--- config.mk ---
export PLATFORM = sky130hd
export DESIGN_NAME = cache_fill_arbiter
export DESIGN_NICKNAME = d
export VERILOG_FILES = /design/src/rtl/cache_pkg.sv /design/src/rtl/word_counter.sv /design/src/rtl/cache_fill_arbiter.sv
export SDC_FILE = /design/constraint.sdc
export NUM_CORES = 1
export LEC_CHECK = 0
export ABC_CLOCK_PERIOD_IN_PS = 1400
export CORE_MARGIN = 2
export CORE_UTILIZATION = 57
export DETAILED_ROUTE_END_ITERATION = 7
export DONT_BUFFER_PORTS = 1
export GPL_TIMING_DRIVEN = 0
export PLACE_DENSITY = 0.79
export SLEW_MARGIN = 20
export SYNTH_ARGS = -nofsm -noshare
export SYNTH_HDL_FRONTEND = slang
export SYNTH_SLANG_ARGS = --single-unit
--- constraint.sdc ---
create_clock -name clk -period 1.4 [get_ports clk]
set_input_delay 0.14 -clock clk [delete_from_list [all_inputs] [get_ports clk]]
set_output_delay 0.14 -clock clk [all_outputs]
set_load 0.02 [all_outputs]
--- src/rtl/cache_pkg.sv ---
// Shared types and constants for the cache fill arbiter.
package cache_pkg;

  typedef enum logic [1:0] {
    IDLE  = 2'd0,
    FILL  = 2'd1,
    WRITE = 2'd2
  } state_t;

  typedef enum logic {
    SIDE_I = 1'b0,
    SIDE_D = 1'b1
  } side_t;

  localparam int WORDS_PER_BLOCK   = 8;
  localparam int BLOCK_OFFSET_BITS = 4;

  // Align a byte address down to the start of its cache block.
  function automatic logic [15:0] block_base(input logic [15:0] addr);
    return addr & ~((16'd1 << BLOCK_OFFSET_BITS) - 16'd1);
  endfunction

endpackage

--- src/rtl/word_counter.sv ---
// Small wrapping up-counter with synchronous clear and count enable.
module word_counter #(
  parameter int WIDTH = 3
) (
  input  logic             clk,
  input  logic             rst_n,
  input  logic             i_clr,
  input  logic             i_en,
  output logic [WIDTH-1:0] o_count
);

  logic [WIDTH-1:0] r_count;

  // Count enabled events; clear takes priority over enable.
  always_ff @(posedge clk) begin
    if (!rst_n) begin
      r_count <= '0;
    end else if (i_clr) begin
      r_count <= '0;
    end else if (i_en) begin
      r_count <= r_count + 1'b1;
    end
  end

  assign o_count = r_count;

endmodule

--- src/rtl/cache_fill_arbiter.sv ---
// Arbitrates I-cache misses, D-cache misses and D-side write-through stores
// onto a single main-memory port, and streams returning block data into the
// requesting cache's data array.
module cache_fill_arbiter
  import cache_pkg::*;
#(
  parameter int MEM_LATENCY = 4,
  parameter int WORDS       = WORDS_PER_BLOCK
) (
  input  logic        clk,
  input  logic        rst_n,
  input  logic        i_miss,
  input  logic [15:0] i_miss_addr,
  input  logic        d_miss,
  input  logic [15:0] d_miss_addr,
  input  logic        d_wr,
  input  logic [15:0] d_wr_addr,
  input  logic [15:0] d_wr_data,
  output logic        mem_en,
  output logic        mem_wr,
  output logic [15:0] mem_addr,
  output logic [15:0] mem_wdata,
  input  logic [15:0] mem_rdata,
  input  logic        mem_valid,
  output logic        fill_i_we,
  output logic        fill_d_we,
  output logic [2:0]  fill_word,
  output logic [15:0] fill_data,
  output logic        tag_i_we,
  output logic        tag_d_we,
  output logic        i_done,
  output logic        d_done,
  output logic        wr_done,
  output logic        busy
);

  localparam int CW = $clog2(WORDS);

  // Words are 16-bit, so a block of WORDS words must fit in the offset field.
  if (MEM_LATENCY < 1) begin : g_bad_latency
    $error("MEM_LATENCY must be at least 1");
  end
  if ((2 * WORDS) != (1 << BLOCK_OFFSET_BITS)) begin : g_bad_words
    $error("WORDS must fill exactly one block of 2**BLOCK_OFFSET_BITS bytes");
  end

  state_t          r_state;
  state_t          w_next;
  side_t           r_last_grant;
  side_t           r_target;
  logic [15:0]     r_base;
  logic            r_issue_done;

  logic [CW-1:0]   w_issue_cnt;
  logic [CW-1:0]   w_rcv_cnt;
  logic            w_d_req;
  logic            w_i_req;
  logic            w_pick_d;
  logic            w_pick_i;
  logic            w_in_fill;
  logic            w_last_word;
  logic [BLOCK_OFFSET_BITS-1:0] w_offs;

  assign w_in_fill   = (r_state == FILL);
  assign w_last_word = (w_rcv_cnt == CW'(WORDS - 1));
  assign w_offs      = BLOCK_OFFSET_BITS'({w_issue_cnt, 1'b0});

  word_counter #(.WIDTH(CW)) u_issue_cnt (
    .clk     (clk),
    .rst_n   (rst_n),
    .i_clr   (!w_in_fill),
    .i_en    (w_in_fill && !r_issue_done),
    .o_count (w_issue_cnt)
  );

  word_counter #(.WIDTH(CW)) u_rcv_cnt (
    .clk     (clk),
    .rst_n   (rst_n),
    .i_clr   (!w_in_fill),
    .i_en    (w_in_fill && mem_valid),
    .o_count (w_rcv_cnt)
  );

  // Round-robin between sides on contention; D side folds miss and store.
  always_comb begin
    w_d_req  = d_miss || d_wr;
    w_i_req  = i_miss;
    w_pick_d = w_d_req && (!w_i_req || (r_last_grant == SIDE_I));
    w_pick_i = w_i_req && !w_pick_d;
  end

  // State, grant history, latched block base/target and issue-complete flag.
  always_ff @(posedge clk) begin
    if (!rst_n) begin
      r_state      <= IDLE;
      r_last_grant <= SIDE_I;
      r_target     <= SIDE_I;
      r_base       <= '0;
      r_issue_done <= 1'b0;
    end else begin
      r_state <= w_next;
      if (r_state == IDLE) begin
        if (w_pick_d) begin
          r_last_grant <= SIDE_D;
          if (d_miss) begin
            r_base   <= block_base(d_miss_addr);
            r_target <= SIDE_D;
          end
        end else if (w_pick_i) begin
          r_last_grant <= SIDE_I;
          r_base       <= block_base(i_miss_addr);
          r_target     <= SIDE_I;
        end
      end
      // Issue stops once the last word's read has gone out.
      if (!w_in_fill) begin
        r_issue_done <= 1'b0;
      end else if (!r_issue_done && (w_issue_cnt == CW'(WORDS - 1))) begin
        r_issue_done <= 1'b1;
      end
    end
  end

  // Next-state selection and all memory/fill/tag/done outputs.
  always_comb begin
    w_next    = r_state;
    mem_en    = 1'b0;
    mem_wr    = 1'b0;
    mem_addr  = '0;
    mem_wdata = '0;
    fill_i_we = 1'b0;
    fill_d_we = 1'b0;
    fill_word = '0;
    fill_data = '0;
    tag_i_we  = 1'b0;
    tag_d_we  = 1'b0;
    i_done    = 1'b0;
    d_done    = 1'b0;
    wr_done   = 1'b0;
    busy      = (r_state != IDLE);

    case (r_state)
      IDLE: begin
        if (w_pick_d) begin
          w_next = d_miss ? FILL : WRITE;
        end else if (w_pick_i) begin
          w_next = FILL;
        end
      end

      FILL: begin
        if (!r_issue_done) begin
          mem_en   = 1'b1;
          mem_addr = r_base | 16'(w_offs);
        end
        if (mem_valid) begin
          fill_i_we = (r_target == SIDE_I);
          fill_d_we = (r_target == SIDE_D);
          fill_word = 3'(w_rcv_cnt);
          fill_data = mem_rdata;
          if (w_last_word) begin
            tag_i_we = (r_target == SIDE_I);
            tag_d_we = (r_target == SIDE_D);
            i_done   = (r_target == SIDE_I);
            d_done   = (r_target == SIDE_D);
            w_next   = IDLE;
          end
        end
      end

      WRITE: begin
        mem_en    = 1'b1;
        mem_wr    = 1'b1;
        mem_addr  = d_wr_addr;
        mem_wdata = d_wr_data;
        wr_done   = 1'b1;
        w_next    = IDLE;
      end

      default: begin
        w_next = IDLE;
      end
    endcase
  end

endmodule

==> Word level (Yosys, flattened, before mapping) <==
Index checks and enable logic that the tools add are counted.
{ "totals": {"ff_bits": 27, "in_bits": 86, "output_inout_bits": 61} }
{ "op_classes": {"add_sub_neg": 2, "n_eq_ne": 8, "muxes": 33, "n_bitwise": 3, "reduce_logical": 17} }
{ "op_table": {"columns": ["op", "count"], "rows": [
  ["two-way mux 16 bit", 7],
  ["one-hot mux 16 bit (2 select lines)", 1],
  ["two-way mux 1 bit", 16],
  ["bitwise OR 16 x 4 -> 16 bit", 1],
  ["two-way mux 2 bit", 5],
  ["adder 3 x 1 -> 3 bit (second input constant)", 2],
  ["equality test 3 bit (second input constant)", 2],
  ["two-way mux 3 bit", 2],
  ["AND reduction 3 bit", 2],
  ["logical AND 1 bit", 5],
  ["!= test 2 bit (second input constant)", 2],
  ["one-hot mux 2 bit (2 select lines)", 1],
  ["AND reduction 2 bit", 2],
  ["nonzero test 2 bit", 2],
  ["logical NOT 1 bit", 3],
  ["!= test 3 bit (second input constant)", 1],
  ["equality test 2 x 1 -> 1 bit (second input constant)", 1],
  ["equality test 2 bit (second input constant)", 1],
  ["logical NOT 2 bit", 1],
  ["logical OR 1 bit", 2],
  ["!= test 2 x 1 -> 1 bit (second input constant)", 1],
  ["NOT 1 bit", 2],
  ["one-hot mux 1 bit (2 select lines)", 1]
]} }

==> Longest topological paths before layout <==
Gate-level depths: netlist of the first run.
{ "logic_depth": {"word_depth": 8, "depth_mapped": 7} }

==> Cells and area by module <==
A second synthesis of the first run with hierarchy kept.
{ "hier_totals": {"cells_unflattened": 201, "area_unflattened_um2": 1709.1} }
{ "modules_own_cells": {"columns": ["module", "n_inst", "cells_each", "area_each_um2", "seq_area_each_um2"], "rows": [
  ["cache_fill_arbiter", 1, 177, 1453.9, 340.3],
  ["word_counter", 2, 12, 127.6, 60.1]
]} }

==> Worst setup path after synthesis of the first run <==
No wires, ideal clock.
{ "synth_timing": {"kind": "reg2out", "startpoint": "reg r_state[1]", "endpoint": "out mem_addr[11]", "t_arrival_ns": 1.524, "path_slack_ns": -0.264, "path_stages_with_launch": 8, "path_buffers": 2, "path_cell_list": "dfxtp_1 > inv_1 > ha_1 > nor2b_1 > clkbuf_1 > buf_2 > a22oi_1 > nor2b_1"} }
{ "synth_between": {"elab_chain_len": 2} }
{ "synth_lines": {"columns": ["element", "line", "source"], "rows": [
  ["from (decl)", "cache_fill_arbiter.sv:47", "state_t r_state;"],
  ["from (signal assigned)", "cache_fill_arbiter.sv:101", "r_state <= w_next;"],
  ["equality test 2 bit or equality test 2 x 1 -> 1 bit (tied branches)", "cache_fill_arbiter.sv:142", "case (r_state)"],
  ["one-hot mux 16 bit (2 select lines) *", "cache_fill_arbiter.sv:142", null],
  ["to (decl)", "cache_fill_arbiter.sv:21", "output logic [15:0] mem_addr,"]
]} }
Every way passes the cells marked *; elsewhere a longest branch is shown, timed or not.

==> Worst setup path in the final report of the first run <==
{ "layout_timing": {"startpoint": "reg r_state[1]", "endpoint": "out mem_addr[10]"} }
Same word-level chain as after synthesis.

==> results of run 1 <==
area by class of cell:
cell class / count / area [um^2]
multi-input cells: 151 / 1575
flip-flops and latches: 23 / 469.2
repair buffers: 27 / 294.0
plain buffers: 20 / 225.2
fillers: 69 / 135.1
well taps: 31 / 38.79
clock buffers: 4 / 26.28
inverters: 4 / 17.52
per-stage QoR:
| stage | instance area (um^2) | worst slack, ns |
|---|---|---|
| 3_3_place_gp | 1779 | -0.1835 |
| 4_1_cts | 2409 | -0.3456 |
| 3_5_place_dp | 1779 | -0.2302 |
| 2_1_floorplan | 1740 | -0.03176 |
| 5_1_grt | 2646 | -0.4763 |
| 6_report | 2646 | -0.4280 |
layer usage:
metal / routed length, um / up-vias / part of all wire [%]
li1: - / 770 / -
met1: 2383 / 883 / 31
met2: 3963 / 191 / 52
met3: 710 / 54 / 9.4
met4: 536 / 0 / 7.1
met5: 0 / - / 0
power by group through the flow:
stage               sequential [mW]  clock [mW]  combinational (mW)
floorplan                     0.792           0               0.692
global placement              0.805           0               0.783
detailed placement            0.809           0               0.814
CTS                           0.812       0.322                1.26
global route                  0.840       0.379                1.62
finish                        0.838       0.356                1.56
sequential cells by signal, indices dropped and copies added, names as in the netlist:
| register | count |
|---|---|
| r_target | 1 |
| u_rcv_cnt.o_count | 3 |
| u_issue_cnt.o_count | 3 |
| r_last_grant | 1 |
| r_issue_done | 1 |
| r_state | 2 |
| r_base | 12 |
synthesized netlist by cell type, drive strengths merged:
cell type	instances
clkbuf	12
o2bb2ai	1
nor2b	16
nor2	12
o31ai	1
mux2i	16
inv	4
or3b	1
and3	20
buf	8
a22oi	16
a2111o	1
a21boi	1
xor2	1
and2	20
a2bb2oi	1
o21a	2
xnor2	1
a21oi	14
nand2	5
o22ai	1
ha	7
nor3	2
dfxtp	23
a211oi	12
final timing paths:
| check | end | cells after the start | slack [ns] |
|---|---|---|---|
| setup / recovery | mem_addr[10] | 7 | -0.43 |
| hold / removal | r_state[1] | 2 | 0.05 |
| setup reg to reg | r_state[1] | 6 | -0.17 |
| hold reg to reg | r_state[0] | 2 | 0.54 |
what timing repair did:
action / 4_1_cts / 5_1_grt
hold buffers: 1 / 1
gates resized for setup: 142 / 56
pin swaps: 7 / 7
buffers inserted: 13 / 6
endpoints found under the setup margin: 71 / 72
gates cloned: 2 / 4
endpoints found under the hold margin: 2 / 7
kinds of logic after synthesis:
| logic type | Yosys count | share of synthesized area (%) |
|---|---|---|
| AOI/OAI and AO/OA | 50 | 24.15 |
| adders and majority gates | 7 | 5.185 |
| DFF | 23 | 27.26 |
| xor gates and xnor gates | 2 | 1.037 |
| and+or+nand+nor | 76 | 25.93 |
| buffers and inverters | 24 | 6.962 |
| muxes | 16 | 9.481 |
==> impl_metrics.env, run 1 <==
export IMPL_clk_latency_ns=0.34
export IMPL_avgSynthCellArea_um2=8.531
export IMPL_fin_util_pct=95.14
export IMPL_num_vias=1898
export IMPL_synth_seq_cells=23
export IMPL_cp_common_cell="nor2b_4"
export IMPL_rsz0062_at_grt="yes"
export IMPL_cp_max_fo=5
export IMPL_clock_power_share_pct=12.9
export IMPL_cts_buffers=3
export IMPL_start_util_pct=60.73
export IMPL_netlist_top_cells_area="dfxtp_1, mux2i_1, and3_1, a22oi_1, and2_1"
export IMPL_rows=19
export IMPL_hold_path_class="input pin to flip-flop"
export IMPL_seqPwrFrac_pct=30.4
export IMPL_n_antenna_cell=0
export IMPL_grt_pass1_wl_um=9287
export IMPL_top_usage_layer="met2"
export IMPL_crit_type="flip-flop to primary output"
export IMPL_skew_ns=0.007654
export IMPL_yosys_warnings=0
export IMPL_syn_num_nets=291
export IMPL_clockBufferDepth=2
export IMPL_yosysSeqAreaShare_pct=27.26
export IMPL_drive_above_1_share_pct=67.25
export IMPL_crit_slowest_cell="dfxtp_2"
export IMPL_cts_clk_slew_worst_paths_ns=0.15
export IMPL_fp_dieH_um=58.44
export IMPL_reg2reg_from="r_state[1]"
export IMPL_synthesis_area_mm2=0.001689
export IMPL_dr_pass1_iters=4
export IMPL_slew_headroom_pct=54.51
export IMPL_dp_hpwl_um=3730
export IMPL_layout_common_cells="and2_4, and3_4, buf_6, dfxtp_1"
export IMPL_setup_worst_path_start="r_state[1]"
export IMPL_ios=147
export IMPL_synth_cells=198
export IMPL_drt_iter0_markers=130
export IMPL_switching_share_pct=40.12
export IMPL_met3_usage_pct=6.813
export IMPL_setup_tns_ns=-19.09
export IMPL_yosysTopAreaCell="dfxtp_1"
export IMPL_p_int_mw=1.650
export IMPL_finalWirelength_um=7593
export IMPL_critPathMaxStageDelay_ns=0.39
export IMPL_crit_chain="inv_2 > ha_4 > nor2b_4 > buf_8 > buf_4 > a22oi_2 > nor2b_4"
export IMPL_critPathLaunchType="flip-flop"
export IMPL_overflow=0
export IMPL_cap_violations=0
export IMPL_power_leakage_nw=1.030
export IMPL_ctsRootBufferMaster="clkbuf_4"
export IMPL_final_cells=260
export IMPL_hold_viol=0
export IMPL_syn_to_final_growth_pct=56.67
export IMPL_track_usage_pct=36.81
export IMPL_fin_nets=323
export IMPL_arrival_ns=1.69
export IMPL_worst_pin_slew_ns=0.6823
export IMPL_core_area_mm2=0.002781
export IMPL_status="complete, but fails checks"
export IMPL_ant_nets=0
export IMPL_hold_ws_ns=0.04846
export IMPL_vias_per_cell=7.300
export IMPL_critPathTopFamily="flip-flops"
export IMPL_worstHoldStart="i_miss"
export IMPL_ys_types=30
export IMPL_place_congestion=0.7461
export IMPL_grt_pass1_vias=1843
export IMPL_finalSetupViolations=78
export IMPL_grt_max_degree=13
export IMPL_total_power_mw=2.755
export IMPL_critPathRequiredTime_ns=1.26
export IMPL_die_w_um=58.44
export IMPL_portBuffers=0
export IMPL_combPwrFrac_pct=56.7
export IMPL_yosysTopAreaCellShare_pct=27.26
export IMPL_max_freq_ghz=0.5470
export IMPL_antenna_found_initial=0
export IMPL_worst_slack_ns=-0.4280
export IMPL_violations="setup timing"
export IMPL_dp_cells=229
export IMPL_htree_levels=1
export IMPL_cts_tree="yes"
export IMPL_drcViolationCount=0
export IMPL_wl_per_cell_um=29.20
export IMPL_dieArea_mm2=0.003415
export IMPL_power_density_mw_per_mm2=1041
export IMPL_ir_worst_vdd_uv=1085
export IMPL_grtUsageMet2_pct=70.95
export IMPL_cp_end_kind="primary output"
export IMPL_cts_sinks=23
export IMPL_finalCriticalPeriod_ns=1.828
export IMPL_critPathBufInv=3
export IMPL_switchingPower_mw=1.106
export IMPL_fin_crit_sh_pct=130.6
export IMPL_grt_use_met1_pct=37.19
export IMPL_maxSlewViolCount=0
Note: power is estimated with default switching activity, not from simulation.
==> run 2: changes to the inputs <==
Settings changed: ABC_CLOCK_PERIOD_IN_PS 1400 to 1600, CORE_ASPECT_RATIO from default to 0.6.
Clock period 1.4 ns to 1.6 ns, I/O delays scaled along.
==> run 2 against run 1 <==
The flow still finishes with violations (setup timing). First-iteration DRC count increased by 21%. Core utilization decreased by 15 points. Die area increased by 0.42%. Sequential cell count unchanged. Clock skew increased by 0.0098 ns. Cell area decreased by 13%. Sequential power decreased by 14%. Global-route usage decreased by 4.1 points. Via count decreased by 6.0%. Worst setup slack improved by 0.24 ns. Clock-buffer cell count unchanged. Critical path type unchanged. Highest routed layer unchanged.
==> impl_metrics.env, run 2 (same netlist as run 1, synthesis figures left out) <==
export IMPL_status="complete, but fails checks"
export IMPL_violations="setup timing"
export IMPL_reg2reg_from="r_state[1]"
export IMPL_critPathLaunchType="flip-flop"
export IMPL_clockBufferDepth=2
export IMPL_dp_cells=240
export IMPL_top_register="r_base"
export IMPL_max_freq_ghz=0.5589
export IMPL_final_cells=252
export IMPL_cts_tree="yes"
export IMPL_num_vias=1785
export IMPL_grt_pass1_wl_um=8342
export IMPL_dieArea_mm2=0.003429
export IMPL_hold_path_class="input pin to flip-flop"
export IMPL_rows=15
export IMPL_drive_above_1_share_pct=56.19
export IMPL_post_route_cell_area_mm2=0.002291
export IMPL_place_congestion=0.7795
export IMPL_grt_max_degree=13
export IMPL_crit_type="flip-flop to primary output"
export IMPL_ir_worst_vdd_uv=961.4
export IMPL_hold_viol=0
export IMPL_fin_nets=304
export IMPL_finalWirelength_um=6407
export IMPL_ff2ff_setup_slack_ns=-0.10
export IMPL_htree_levels=1
export IMPL_cts_buffers=3
export IMPL_antenna_found_initial=0
export IMPL_critPathBufInv=3
export IMPL_finalCriticalPeriod_ns=1.789
export IMPL_cp_max_fo=5
export IMPL_maxSlewViolCount=0
export IMPL_layout_common_cells="dfxtp_1, nor2b_4, mux2i_1"
export IMPL_r2r_cells=7
export IMPL_overflow=0
export IMPL_slew_headroom_pct=47.77
export IMPL_critPathRequiredTime_ns=1.44
export IMPL_layout_commonest_cell="dfxtp_1"
export IMPL_start_util_pct=59.21
export IMPL_wl_per_cell_um=25.42
export IMPL_rsz0062_at_grt="yes"
export IMPL_dp_hpwl_um=3600
export IMPL_power_density_mw_per_mm2=954.6
export IMPL_cp_end_kind="primary output"
export IMPL_fin_util_pct=80.31
export IMPL_fp_dieH_um=46.17
export IMPL_worst_pin_slew_ns=0.7835
export IMPL_track_usage_pct=32.72
export IMPL_cap_violations=0
export IMPL_drcViolationCount=0
export IMPL_vias_per_cell=7.083
export IMPL_largest_register_ff_count=12
export IMPL_core_area_mm2=0.002853
export IMPL_r2r_end="r_state[1]"
export IMPL_ios=147
export IMPL_die_w_um=74.28
export IMPL_finalSetupViolations=45
export IMPL_holdPathEnd="r_state[0]"
export IMPL_fin_crit_sh_pct=111.8
export IMPL_portBuffers=0
export IMPL_power_leakage_nw=0.9204
export IMPL_cts_hold_buffers=0
export IMPL_min_path_cells=2
export IMPL_grt_pass1_vias=1594
export IMPL_critPathMaxStageDelay_ns=0.35
export IMPL_syn_to_final_growth_pct=35.63
export IMPL_clk_latency_ns=0.28
export IMPL_hold_ws_ns=0.02313
export IMPL_drt_iter0_markers=157
export IMPL_n_antenna_cell=0
export IMPL_cts_clk_slew_worst_paths_ns=0.10
export IMPL_arrival_ns=1.63
export IMPL_dr_pass1_iters=5
export IMPL_placed_cell_area_mm2=0.001775
export IMPL_crit_slowest_cell="dfxtp_2"
export IMPL_ctsRootBufferMaster="clkbuf_8"
export IMPL_skew_ns=0.01749
export IMPL_worst_slack_ns=-0.1894
export IMPL_critPathTopFamily="flip-flops"
export IMPL_cts_sinks=23
export IMPL_pre_cts_ws_ns=-0.2885
export IMPL_crit_chain="inv_2 > ha_4 > nor2b_4 > buf_8 > buf_8 > a22oi_2 > nor2b_4"
export IMPL_worstHoldStart="rst_n"
export IMPL_ant_nets=0
-- run 2: cell types whose count changed in the layout (fill, tap and decap cells not counted), sizes merged --
cell and change:
buf -18, clkbuf +1, dlygate4sd3 -2
-- run 2: layout make-up --
cell class	count	area [um^2]
Sequential cell	23	462.9
Fill cell	166	561.8
Inverter	4	15.01
Multi-Input combinational cell	151	1440
Timing Repair Buffer	9	92.59
Tap cell	42	52.55
Buffer	19	182.7
Clock buffer	4	45.04
-- run 2: report_power, final --
group	switching (mW)	internal, mW
sequential	0.0737	0.647
combinational	0.583	0.496
clock	0.208	0.179
-- run 2: through the flow --
stage / setup TNS (ns) / power (mW)
final: -2.724 / 2.187
after global routing: -3.681 / 2.250
after global placement: -2.805 / 1.382
after CTS: -0.8259 / 2.025
after detailed placement: -4.372 / 1.406
after floorplan: 0 / 1.288
-- run 2: worst max-delay path by stage --
| stage | startpoint | endpoint | slack [ns] | depth (start not counted) |
|---|---|---|---|---|
| after detailed placement | r_state[0] | mem_addr[7] | -0.29 | 5 |
| after CTS | r_state[1] | mem_addr[1] | -0.08 | 7 |
| after global routing | r_state[1] | mem_addr[14] | -0.20 | 7 |
| final | r_state[1] | mem_addr[14] | -0.19 | 7 |
| after floorplan | r_state[1] | tag_i_we | 0.01 | 6 |
| after global placement | r_state[0] | mem_addr[6] | -0.25 | 5 |
-- run 2: what timing repair did --
action / in CTS / in global routing
setup buffers: 5 / 2
gates cloned: 1 / 1
endpoints found under the setup margin: 57 / 57
resized for setup: 90 / 44
pin swaps: 5 / 6
-- run 2: routing by layer --
| metal | GRT usage, % | wire length, um | vias to the layer above | share of wire [%] |
|---|---|---|---|---|
| met5 | 0 | 0 | - | 0 |
| met4 | 6.429 | 204 | 0 | 3.2 |
| met3 | 11.82 | 677 | 32 | 11 |
| met2 | 57.32 | 3123 | 158 | 49 |
| met1 | 39.55 | 2401 | 865 | 37 |
| li1 | - | - | 730 | - |
